==> config.mk <==
export PLATFORM = sky130hd
export DESIGN_NAME = bilinear_scaler_stream
export DESIGN_NICKNAME = d
export VERILOG_FILES = /design/src/rtl/bilinear_scaler_stream.sv
export SDC_FILE = /design/constraint.sdc
export NUM_CORES = 1
export LEC_CHECK = 0
export CELL_PAD_IN_SITES_DETAIL_PLACEMENT = 0
export CELL_PAD_IN_SITES_GLOBAL_PLACEMENT = 1
export CORE_MARGIN = 4
export CORE_UTILIZATION = 50
export CTS_BUF_LIST = sky130_fd_sc_hd__clkbuf_16
export CTS_CLUSTER_DIAMETER = 60
export CTS_CLUSTER_SIZE = 25
export DETAILED_ROUTE_END_ITERATION = 6
export PLACE_DENSITY = 0.82
export SLEW_MARGIN = 20
export SYNTH_ARGS = -nofsm -noshare
export SYNTH_HDL_FRONTEND = slang
export SYNTH_SLANG_ARGS = --single-unit
==> constraint.sdc <==
create_clock -name clk -period 15 [get_ports clk]
set_clock_uncertainty 0.2 [all_clocks]
set_input_delay 3.75 -clock clk [delete_from_list [all_inputs] [get_ports clk]]
set_output_delay 3.75 -clock clk [all_outputs]
set_load 0.05 [all_outputs]
==> src/rtl/bilinear_scaler_stream.sv <==
// bilinear_scaler_stream
//   Fetches an SW x SH source window at (H0,V0) from a square image memory
//   and streams an N x N upscaled grid (N = 2^K+1) in raster order. The
//   interpolation is bilinear (MODE=0) or nearest-neighbour (MODE=1).
//   Memory reads go out one at a time on REN/ADDR. Output pixels use a
//   valid/ready handshake.
// Ports:
//   clk, RST            clock; asynchronous active-high reset
//   START, MODE         frame request (sampled while idle); mode latched with it
//   H0, V0, SW, SH      window origin and size (SW, SH legal 1..2^K)
//   REN, ADDR, R_DATA   memory read port; REN is active-low; data returns one cycle later
//   O_DATA, O_VALID     output pixel stream
//   O_READY             sink ready
//   BUSY, DONE          frame in progress; one-cycle end-of-frame pulse
module bilinear_scaler_stream #(
  parameter int DW       = 8,
  parameter int IMG_LOG2 = 6,
  parameter int K        = 4
) (
  input  logic                  clk,
  input  logic                  RST,
  input  logic                  START,
  input  logic                  MODE,
  input  logic [IMG_LOG2-1:0]   H0,
  input  logic [IMG_LOG2-1:0]   V0,
  input  logic [K:0]            SW,
  input  logic [K:0]            SH,
  output logic                  REN,
  output logic [2*IMG_LOG2-1:0] ADDR,
  input  logic [DW-1:0]         R_DATA,
  output logic [DW-1:0]         O_DATA,
  output logic                  O_VALID,
  input  logic                  O_READY,
  output logic                  BUSY,
  output logic                  DONE
);

  localparam int PW = 2*K+1;          // width of x*(SW-1)
  localparam int WW = DW+K+1;         // interpolation intermediate width
  localparam logic [K:0] SCALE = {1'b1, {K{1'b0}}};  // 2^K, also the last grid index
  localparam logic [K:0] ONE_K = {{K{1'b0}}, 1'b1};

  typedef enum logic [2:0] {
    S_IDLE  = 3'd0,
    S_FETCH = 3'd1,
    S_CALC  = 3'd2,
    S_OUT   = 3'd3,
    S_FIN   = 3'd4
  } state_t;

  state_t                state_q, state_d;
  logic                  mode_q, mode_d;
  logic [IMG_LOG2-1:0]   h0_q, h0_d, v0_q, v0_d;
  logic [K:0]            sw_q, sw_d, sh_q, sh_d;
  logic [K:0]            x_q, x_d, y_q, y_d;
  logic [2:0]            iss_q, iss_d;
  logic                  ren_q, ren_d;
  logic [2*IMG_LOG2-1:0] addr_q, addr_d;
  logic [1:0]            rd_tag_q, rd_tag_d;
  logic                  cap_vld_q, cap_vld_d;
  logic [1:0]            cap_tag_q, cap_tag_d;
  logic [DW-1:0]         odata_q, odata_d;
  logic                  ovalid_q, ovalid_d;
  logic                  busy_q, busy_d;
  logic                  done_q, done_d;
  // Slot index = {r, c}: 0 = P00, 1 = P10, 2 = P01, 3 = P11
  logic [DW-1:0]         pix_q [4];

  logic [PW-1:0]         px_s, py_s;
  logic [K:0]            ix_s, iy_s;
  logic [K-1:0]          fx_s, fy_s;
  logic [3:0]            need_s;
  logic [IMG_LOG2-1:0]   col_s, row_s;
  logic [WW-1:0]         wfx_s, wfy_s, l_sum_s, r_sum_s, b_sum_s;
  logic [DW-1:0]         l_s, r_s, bil_s, near_s;

  // Source coordinate of the current grid point and the reads it needs
  always_comb begin
    px_s      = PW'(x_q) * PW'(sw_q - ONE_K);
    py_s      = PW'(y_q) * PW'(sh_q - ONE_K);
    ix_s      = px_s[PW-1:K];
    iy_s      = py_s[PW-1:K];
    fx_s      = px_s[K-1:0];
    fy_s      = py_s[K-1:0];
    // A zero fraction gives the far neighbour zero weight, so it is not fetched
    need_s[0] = 1'b1;
    need_s[1] = |fx_s;
    need_s[2] = |fy_s;
    need_s[3] = (|fx_s) & (|fy_s);
    // Row and column wrap naturally through the IMG_LOG2-bit sums
    col_s     = h0_q + IMG_LOG2'(ix_s) + IMG_LOG2'(iss_q[0]);
    row_s     = v0_q + IMG_LOG2'(iy_s) + IMG_LOG2'(iss_q[1]);
  end

  // Bilinear and nearest-neighbour pixel values from the fetched neighbours
  always_comb begin
    wfx_s   = WW'(SCALE - {1'b0, fx_s});
    wfy_s   = WW'(SCALE - {1'b0, fy_s});
    l_sum_s = WW'(pix_q[0]) * wfy_s + WW'(pix_q[2]) * WW'(fy_s);
    r_sum_s = WW'(pix_q[1]) * wfy_s + WW'(pix_q[3]) * WW'(fy_s);
    l_s     = DW'(l_sum_s >> K);
    r_s     = DW'(r_sum_s >> K);
    b_sum_s = WW'(l_s) * wfx_s + WW'(r_s) * WW'(fx_s);
    bil_s   = DW'(b_sum_s >> K);
    near_s  = pix_q[{fy_s[K-1], fx_s[K-1]}];
  end

  // Next-state and output logic
  always_comb begin
    state_d   = state_q;
    mode_d    = mode_q;
    h0_d      = h0_q;
    v0_d      = v0_q;
    sw_d      = sw_q;
    sh_d      = sh_q;
    x_d       = x_q;
    y_d       = y_q;
    iss_d     = iss_q;
    ren_d     = 1'b1;
    addr_d    = addr_q;
    rd_tag_d  = rd_tag_q;
    cap_vld_d = ~ren_q;
    cap_tag_d = rd_tag_q;
    odata_d   = odata_q;
    ovalid_d  = ovalid_q;
    busy_d    = busy_q;
    done_d    = 1'b0;
    case (state_q)
      S_IDLE, S_FIN: begin
        if (START) begin
          mode_d  = MODE;
          h0_d    = H0;
          v0_d    = V0;
          sw_d    = SW;
          sh_d    = SH;
          x_d     = {(K+1){1'b0}};
          y_d     = {(K+1){1'b0}};
          iss_d   = 3'd0;
          busy_d  = 1'b1;
          state_d = S_FETCH;
        end else begin
          busy_d  = 1'b0;
          state_d = S_IDLE;
        end
      end
      S_FETCH: begin
        // Slots 0..3 are issued in iss 0..3; the last datum lands in iss 5
        iss_d = iss_q + 3'd1;
        if ((iss_q < 3'd4) && need_s[iss_q[1:0]]) begin
          ren_d    = 1'b0;
          addr_d   = {row_s, col_s};
          rd_tag_d = iss_q[1:0];
        end else begin
          ren_d    = 1'b1;
        end
        if (iss_q == 3'd5) begin
          iss_d   = 3'd0;
          state_d = S_CALC;
        end else begin
          state_d = S_FETCH;
        end
      end
      S_CALC: begin
        odata_d  = mode_q ? near_s : bil_s;
        ovalid_d = 1'b1;
        state_d  = S_OUT;
      end
      S_OUT: begin
        if (O_READY) begin
          ovalid_d = 1'b0;
          if ((x_q == SCALE) && (y_q == SCALE)) begin
            busy_d  = 1'b0;
            done_d  = 1'b1;
            state_d = S_FIN;
          end else if (x_q == SCALE) begin
            x_d     = {(K+1){1'b0}};
            y_d     = y_q + ONE_K;
            state_d = S_FETCH;
          end else begin
            x_d     = x_q + ONE_K;
            state_d = S_FETCH;
          end
        end else begin
          state_d = S_OUT;
        end
      end
      default: begin
        busy_d   = 1'b0;
        ovalid_d = 1'b0;
        state_d  = S_IDLE;
      end
    endcase
  end

  // Control and output registers
  always_ff @(posedge clk or posedge RST) begin
    if (RST) begin
      state_q   <= S_IDLE;
      mode_q    <= 1'b0;
      h0_q      <= {IMG_LOG2{1'b0}};
      v0_q      <= {IMG_LOG2{1'b0}};
      sw_q      <= {(K+1){1'b0}};
      sh_q      <= {(K+1){1'b0}};
      x_q       <= {(K+1){1'b0}};
      y_q       <= {(K+1){1'b0}};
      iss_q     <= 3'd0;
      ren_q     <= 1'b1;
      addr_q    <= {(2*IMG_LOG2){1'b0}};
      rd_tag_q  <= 2'd0;
      cap_vld_q <= 1'b0;
      cap_tag_q <= 2'd0;
      odata_q   <= {DW{1'b0}};
      ovalid_q  <= 1'b0;
      busy_q    <= 1'b0;
      done_q    <= 1'b0;
    end else begin
      state_q   <= state_d;
      mode_q    <= mode_d;
      h0_q      <= h0_d;
      v0_q      <= v0_d;
      sw_q      <= sw_d;
      sh_q      <= sh_d;
      x_q       <= x_d;
      y_q       <= y_d;
      iss_q     <= iss_d;
      ren_q     <= ren_d;
      addr_q    <= addr_d;
      rd_tag_q  <= rd_tag_d;
      cap_vld_q <= cap_vld_d;
      cap_tag_q <= cap_tag_d;
      odata_q   <= odata_d;
      ovalid_q  <= ovalid_d;
      busy_q    <= busy_d;
      done_q    <= done_d;
    end
  end

  // Neighbour capture: R_DATA belongs to the read issued on the previous cycle
  always_ff @(posedge clk or posedge RST) begin
    if (RST) begin
      for (int i = 0; i < 4; i++) pix_q[i] <= {DW{1'b0}};
    end else if (cap_vld_q) begin
      pix_q[cap_tag_q] <= R_DATA;
    end
  end

  assign REN     = ren_q;
  assign ADDR    = addr_q;
  assign O_DATA  = odata_q;
  assign O_VALID = ovalid_q;
  assign BUSY    = busy_q;
  assign DONE    = done_q;

endmodule

# Word-level counts from Yosys, hierarchy flattened
# Cells that the tools add are included.
# word_totals
elab_cells	122
latchBits	0
reg_bits	100
mem_bits_rw	0
out_inout_bits	24
n_memories	0
inputBits	35
romBits	0
# op_classes
bitwise_logic	6
n_addsub	14
n_div	0
n_eq_ne	12
n_mul	8
mux	37
shifts	0
n_lt_le_gt_ge	5
n_reduce_logical	18
# ops
operator	n
$add 12x12->12	3
$mul 8x4->12	3
$mul 9x6->12	3
$mux 5	7
$bwmux 32	1
$mux 8	4
$pmux 5 s2	2
$mul 6x6->9	2
$bmux 8 s2	1
$demux 8 s2	1
$add 6x1->6	2
$add 6x5->6	2
$mux 3	4
$pmux 3 s4	1
$sub 5x1->6 const B	2
$sub 5x4->6 const A	2
$mux 1	11
$add 5x1->5 const B	2
$eq 5x5->1 const B	2
$ne 2x2->1 const B	5
$reduce_and 2->1	4
$reduce_or 4->1	2
$eq 3x2->1 const B	2
$eq 3x3->1 const B	2
other kinds (21)	30

# Logic depth before layout (Yosys ltp)
# Gate-level depths: netlist of run 1.
# logic_depth
ltp_word	9
mapped_depth	47
ltp_nobuf	44

# Worst setup path before layout of run 1
# OpenSTA, ideal clock, no wires.
# synth_timing
kind	register -> register
start	register sh_q[0]
end	register odata_q[7], in the netlist O_DATA[7]
required_time_ps	14732
period_less_slack_ps	12288
n_path_buf	3
t_arrival_ps	12021
path_slack_ps	2712
path_stages_with_launch	46
cell_sequence	dfrtp_1 -> inv_1 -> clkbuf_1 -> ha_1 -> xor2_1 -> nand2_1 -> fa_1 -> inv_1 -> ha_1 -> ha_1 -> ha_1 -> buf_6 -> nor3b_1 -> clkbuf_1 -> and2_1 -> ha_1 -> fa_1 -> fa_1 -> (+10 left out) -> a21oi_2 -> xnor2_1 -> and2_1 -> fa_1 -> fa_1 -> fa_1 -> fa_1 -> inv_1 -> fa_1 -> inv_1 -> ha_1 -> nor4b_1 -> a21boi_0 -> a211oi_2 -> a21o_1 -> a311oi_1 -> mux2_2 -> nand3_2
# synth_via
elab_chain_cells	8
# synth_lines
element	line_no	text
start, declared	54	logic [K:0] sw_q, sw_d, sh_q, sh_d;
start signal, assigned	203	sh_q <= {(K+1){1'b0}};
$sub 5x1->6 (*)	80	py_s = PW'(y_q) * PW'(sh_q - ONE_K);
$mul 6x6->9 (*)	80	
$sub 5x4->6	98	wfy_s = WW'(SCALE - {1'b0, fy_s});
$mul 9x6->12 (on tied branches)	99, 100	
$add 12x12->12 (on tied branches)	99, 100	
$mul 9x6->12 or $mul 8x4->12 (tied branches)	103	b_sum_s = WW'(l_s) * wfx_s + WW'(r_s) * WW'(fx_s);
$add 12x12->12	103	
$mux 8 (*)	164	odata_d = mode_q ? near_s : bil_s;
end signal, assigned	212	odata_q <= {DW{1'b0}};
end signal, assigned	231	odata_q <= odata_d;
end, declared	62	logic [DW-1:0] odata_q, odata_d;
# Mark *: on every way between the ends. The rest lies on a longest branch, timed or not. The select of a mux whose other input is x is not followed.
# A chain may end at the register's enable or synchronous reset.

# Worst setup path in the final report of run 1
# Same ends and word-level chain as after synthesis.

==> metrics, run 1 <==
DRC=0; row cnt=58; Final period util=89.3%; Mapped Area=0.0129 mm2; clk sinks=100; Die ar.=0.0285 mm2; Ys Warns=0; Final HPWL DP=24.2 mm; most numerous cell on the critical path=fa_1; worst hold path type=reg2reg; clock buffer depth=2; clock-pin slew on the worst setup and hold paths=0.08 ns; Fin. Hold Viols=0; ys async rst share=100%; fill count=2270; most frequent cells in the layout=inv_1, fa_1, nand2_1; GR Overflow Total=0; Starting Density=51.1%; Area contributors post-synth=fa_1, dfrtp_1, ha_1; Synth Flop Type=dfrtp_1; critical path arrival=13.49 ns; syn_nets=1668; busiest grt layer=met2; share of cells above drive strength 1=7.51%; largest area contributor in the netlist=fa_1; DR WL/cell=17.7 um; Die Ht=169 um; average cell area after synthesis=9.77 um2; Post-Route WL=30.0 mm; WP data required=15.10 ns; grt met2 use=38.9%; Die X=169 um; met1 usage=30.1%; largest net degree at the start of global routing=67; initial antenna violation count=0; Finish-stage setup viols=0; CP endpoint kind=flop; dpl cells=1686; post-CTS sizing=0; GPL Wtd Cong=0.894; Ports=59; hold buffers post-CTS=0; Syn Inst Count=1325; number of synthesized flops with an enable pin=0; CTS Root Cell=clkbuf_16; worst slew pin tran=1.08 ns; final std cells w/o fill=1702; First-pass DRT Iterations=5; vias in the first global route=10006; CP Class=reg2reg; sequential fraction of the synthesis area=19.3%; buffers added on ports=58; Yosys cell types=72; fmax=74.6 MHz; startpoint types=flop; CTS tree=built; DR iter-0 viols=518; first-pass GRT wire length=51.5 mm; Critical Path Fanout Max=27; slew margin rel.=27.6%; Core ar.=0.0253 mm2; Crit-path slowest cell=xnor2_2; share of the synthesized area in the top cell type=25.5%; Yosys reg bits=100; total CTS buffers=9; CTS H-tree depth=3; max cap viols=0; met3 GRT Util=2.55%; unrepaired setup endpoints after global routing=no; Clock Latency Late Sink=0.36 ns; final max-slew violation count=0; total negative slack=0 ns; min Tclk post-route=13.40 ns; vias per cell=5.41; status=finished, final reports clean; Area Growth Syn to Fin=9.52%; postcts setup bufs=0; max incr delay on CP=0.77 ns; Post-DRT Antenna Nets=0; Tot GR Track Use=22.5%; # nets final=1710; total number of vias=9201; # diodes=0; commonest non-fill, non-tap cell in the layout=inv_1
-- sequential cells by signal, indices dropped and copies added (netlist names), 3 cells and up --
name,cells
ADDR,12
O_DATA,8
iss_q,3
state_q,3
pix_q,32
sw_q,5
sh_q,5
h0_q,6
x_q,5
y_q,5
v0_q,6
-- synth_stat cells (all sizes together) (3+ instances only) --
cell type / number
a21oi: 34
a31oi: 6
nor3: 15
or2: 5
o21ai: 38
nor2: 48
or3: 3
nand2b: 5
nor2b: 16
and2: 101
o211ai: 6
xor2: 25
a21o: 16
xnor2: 40
nand3: 19
mux4: 8
ha: 143
dfrtp: 99
a211oi: 3
o31ai: 4
fa: 165
nand2: 148
mux2i: 4
nor4: 3
nand4: 4
clkbuf: 34
inv: 207
and3: 25
o21bai: 5
mux2: 53
-- cell type report --
cell class,count,area (um2),share of cell area [%]
flip-flops and latches,100,2500,17.7
well taps,330,413,2.91
multi-input cells,980,9530,67.2
inverters,209,787,5.55
repair buffers,67,648,4.57
clock buffers,9,225,1.59
clock inverters,7,80.1,0.565
-- worst max-delay path, delay by kind of cell (launching register included) --
family	cells	cell delay (ns)
and+or+nand+nor	6	1.23
buffers and inverters	7	0.37
AOI/OAI and AO/OA	9	1.95
adders and majority gates	17	7.34
xor gates and xnor gates	3	1.31
muxes	1	0.37
DFF	1	0.54
-- cell families after synthesis --
family	synth area share, %
simple gates	15.9
fa+ha+maj	39.3
buf+inv	7.17
compound gates	7.06
flops	19.3
xor+xnor	4.75
mux	6.45
-- worst paths after layout --
path	to	slack, ns	cells after the start	from
setup reg to reg	O_DATA[7]	1.60	43	sh_q[0]
hold reg to reg	cap_tag_q[0]	0.18	0	cap_tag_d[0]
max in group asynchronous	pix_q[25]	9.79	3	RST
setup / recovery	O_DATA[7]	1.60	43	sh_q[0]
min in group asynchronous	v0_q[5]	3.57	2	RST
hold / removal	cap_tag_q[0]	0.18	0	cap_tag_d[0]
-- through the flow --
step | cell area (um2) | hold slack [ns] | worst slack (ns) | util [%]
floorplan | 12900 | 0.149 | 2.71 | -
global placement | 13900 | 0.182 | 1.74 | 54.8
detailed placement | 13900 | 0.162 | 1.32 | 54.8
CTS | 14200 | 0.179 | 1.25 | 56.0
global route | 14200 | 0.198 | 0.919 | 56.0
finish | 14200 | 0.178 | 1.60 | 56.0
-- metal layers --
metal  routed length (um)  part of all wire (%)  vias to the layer above
met5                    0                     0                        -
met4                  761                   2.5                        0
met3                 1170                   3.9                       49
met2                14600                    48                      188
met1                13500                    45                     4614
li1                     -                     -                     4350
Power of run 1 is not shown: default switching activity piles up to over one toggle a cycle in this logic, so the estimate is an artifact.
==> run 2, diff against run 1 <==
--- a/config.mk
+++ b/config.mk
@@ -13,6 +13,7 @@
 export CTS_CLUSTER_DIAMETER = 60
 export CTS_CLUSTER_SIZE = 25
 export DETAILED_ROUTE_END_ITERATION = 6
+export GPL_TIMING_DRIVEN = 0
 export PLACE_DENSITY = 0.82
 export SLEW_MARGIN = 20
 export SYNTH_ARGS = -nofsm -noshare
==> metrics, run 2 (synthesis gave the netlist of run 1 again) <==
Crit-path slowest cell=clkbuf_1; final max-slew violation count=0; total CTS buffers=9; clk sinks=100; highest metal used=met4; largest net degree at the start of global routing=54; kind of cell adding the most delay to the critical path=adder cells; min Tclk post-route=14.13 ns; clock-pin slew on the worst setup and hold paths=0.07 ns; vias per cell=5.48; CTS H-tree depth=3; slew margin rel.=34.4%; DR WL/cell=17.7 um; max cap viols=0; total number of vias=9482; share of cells above drive strength 1=7.14%; status=finished, final reports clean; worst hold path type=reg2reg; vias in the first global route=10096; Post-DRT Antenna Nets=0; GR Overflow Total=0; CP endpoint kind=flop; Clock Latency Late Sink=0.37 ns; Fin. Hold Viols=0; CTS tree=built; largest register by flop count=pix_q; Die X=169 um; row cnt=58; routed wl met2=15.0 mm; critical path arrival=14.23 ns; hold buffers post-CTS=0; Starting Density=51.1%; DR iter-0 viols=461; CTS Root Cell=clkbuf_16; fill count=2315; Final HPWL DP=25.3 mm; postcts setup bufs=0; worst slew pin tran=0.976 ns; startpoint types=flop; Final period util=94.2%; max reg flops=32; buffer and inverter count on the worst path=10; Met1 Wirelength=13.6 mm; Die ar.=0.0285 mm2; Multi-input gate area=0.00954 mm2; WP data required=15.10 ns; buffers added on ports=58; most frequent cells in the layout=inv_1, fa_1, nand2_1; CP Class=reg2reg; routed wl met3=1.37 mm; Critical Path Fanout Max=10; most numerous cell on the critical path=fa_1; clock buffer depth=2; post-CTS sizing=0; # nets final=1739; Finish-stage setup viols=0; max incr delay on CP=0.59 ns; Core ar.=0.0253 mm2; Area Growth Syn to Fin=10.4%; register area=0.00250 mm2; Die Ht=169 um; Tot GR Track Use=22.8%; First-pass DRT Iterations=5; Ports=59; fmax=70.8 MHz; commonest non-fill, non-tap cell in the layout=inv_1; initial antenna violation count=0; total negative slack=0 ns; GPL Wtd Cong=0.830; first-pass GRT wire length=51.9 mm; unrepaired setup endpoints after global routing=no; DRC=0; Post-Route WL=30.7 mm; # diodes=0
run 2: layout make-up:
type                            instances  area share, %
Timing Repair Buffer                   60           4.30
Inverter                              209           5.52
Buffer                                 36           1.01
Clock inverter                          7          0.534
Tap cell                              330           2.89
Multi-Input combinational cell        980           66.7
Clock buffer                            9           1.57
Sequential cell                       100           17.5
run 2: stage by stage:
step / cell area, um2 / utilization, % / worst slack [ns] / hold slack [ns] / cells
after floorplan: 12900 / - / 2.71 / 0.149 / 1325
after global placement: 13900 / 55.1 / 0.609 / 0.167 / 1713
after detailed placement: 14000 / 55.3 / 0.733 / 0.177 / 1715
after CTS: 14300 / 56.4 / 0.632 / 0.194 / 1731
after global routing: 14300 / 56.5 / 0.0557 / 0.207 / 1731
final: 14300 / 56.5 / 0.870 / 0.187 / 1731
run 2: per-layer routing:
layer,vias to the layer above,global-route usage (%)
met5,-,0
met4,0,4.87
met3,31,3.36
met2,222,39.2
met1,4804,30.8
li1,4425,-
run 2: worst paths after layout:
check	from	end	slack, ns	cells past startpoint
worst max-delay path	sh_q[0]	O_DATA[7]	0.87	46
worst min-delay path	cap_tag_d[1]	cap_tag_q[1]	0.19	0
worst max register to register	sh_q[0]	O_DATA[7]	0.87	46
worst min register to register	cap_tag_d[1]	cap_tag_q[1]	0.19	0
max in group asynchronous	RST	REN	10.34	3
min in group asynchronous	RST	ADDR[11]	3.60	2
run 2: worst register-to-register path, delay by kind of cell (launching register included):
family                     cells  cell delay [ns]
and+or+nand+nor                6             1.24
DFF                            1             0.51
buffers and inverters         10             1.63
AOI/OAI and AO/OA              9             2.03
xor gates and xnor gates       3             1.08
muxes                          1             0.38
adders and majority gates     17             7.00
Power of run 2 is left out for the same reason.
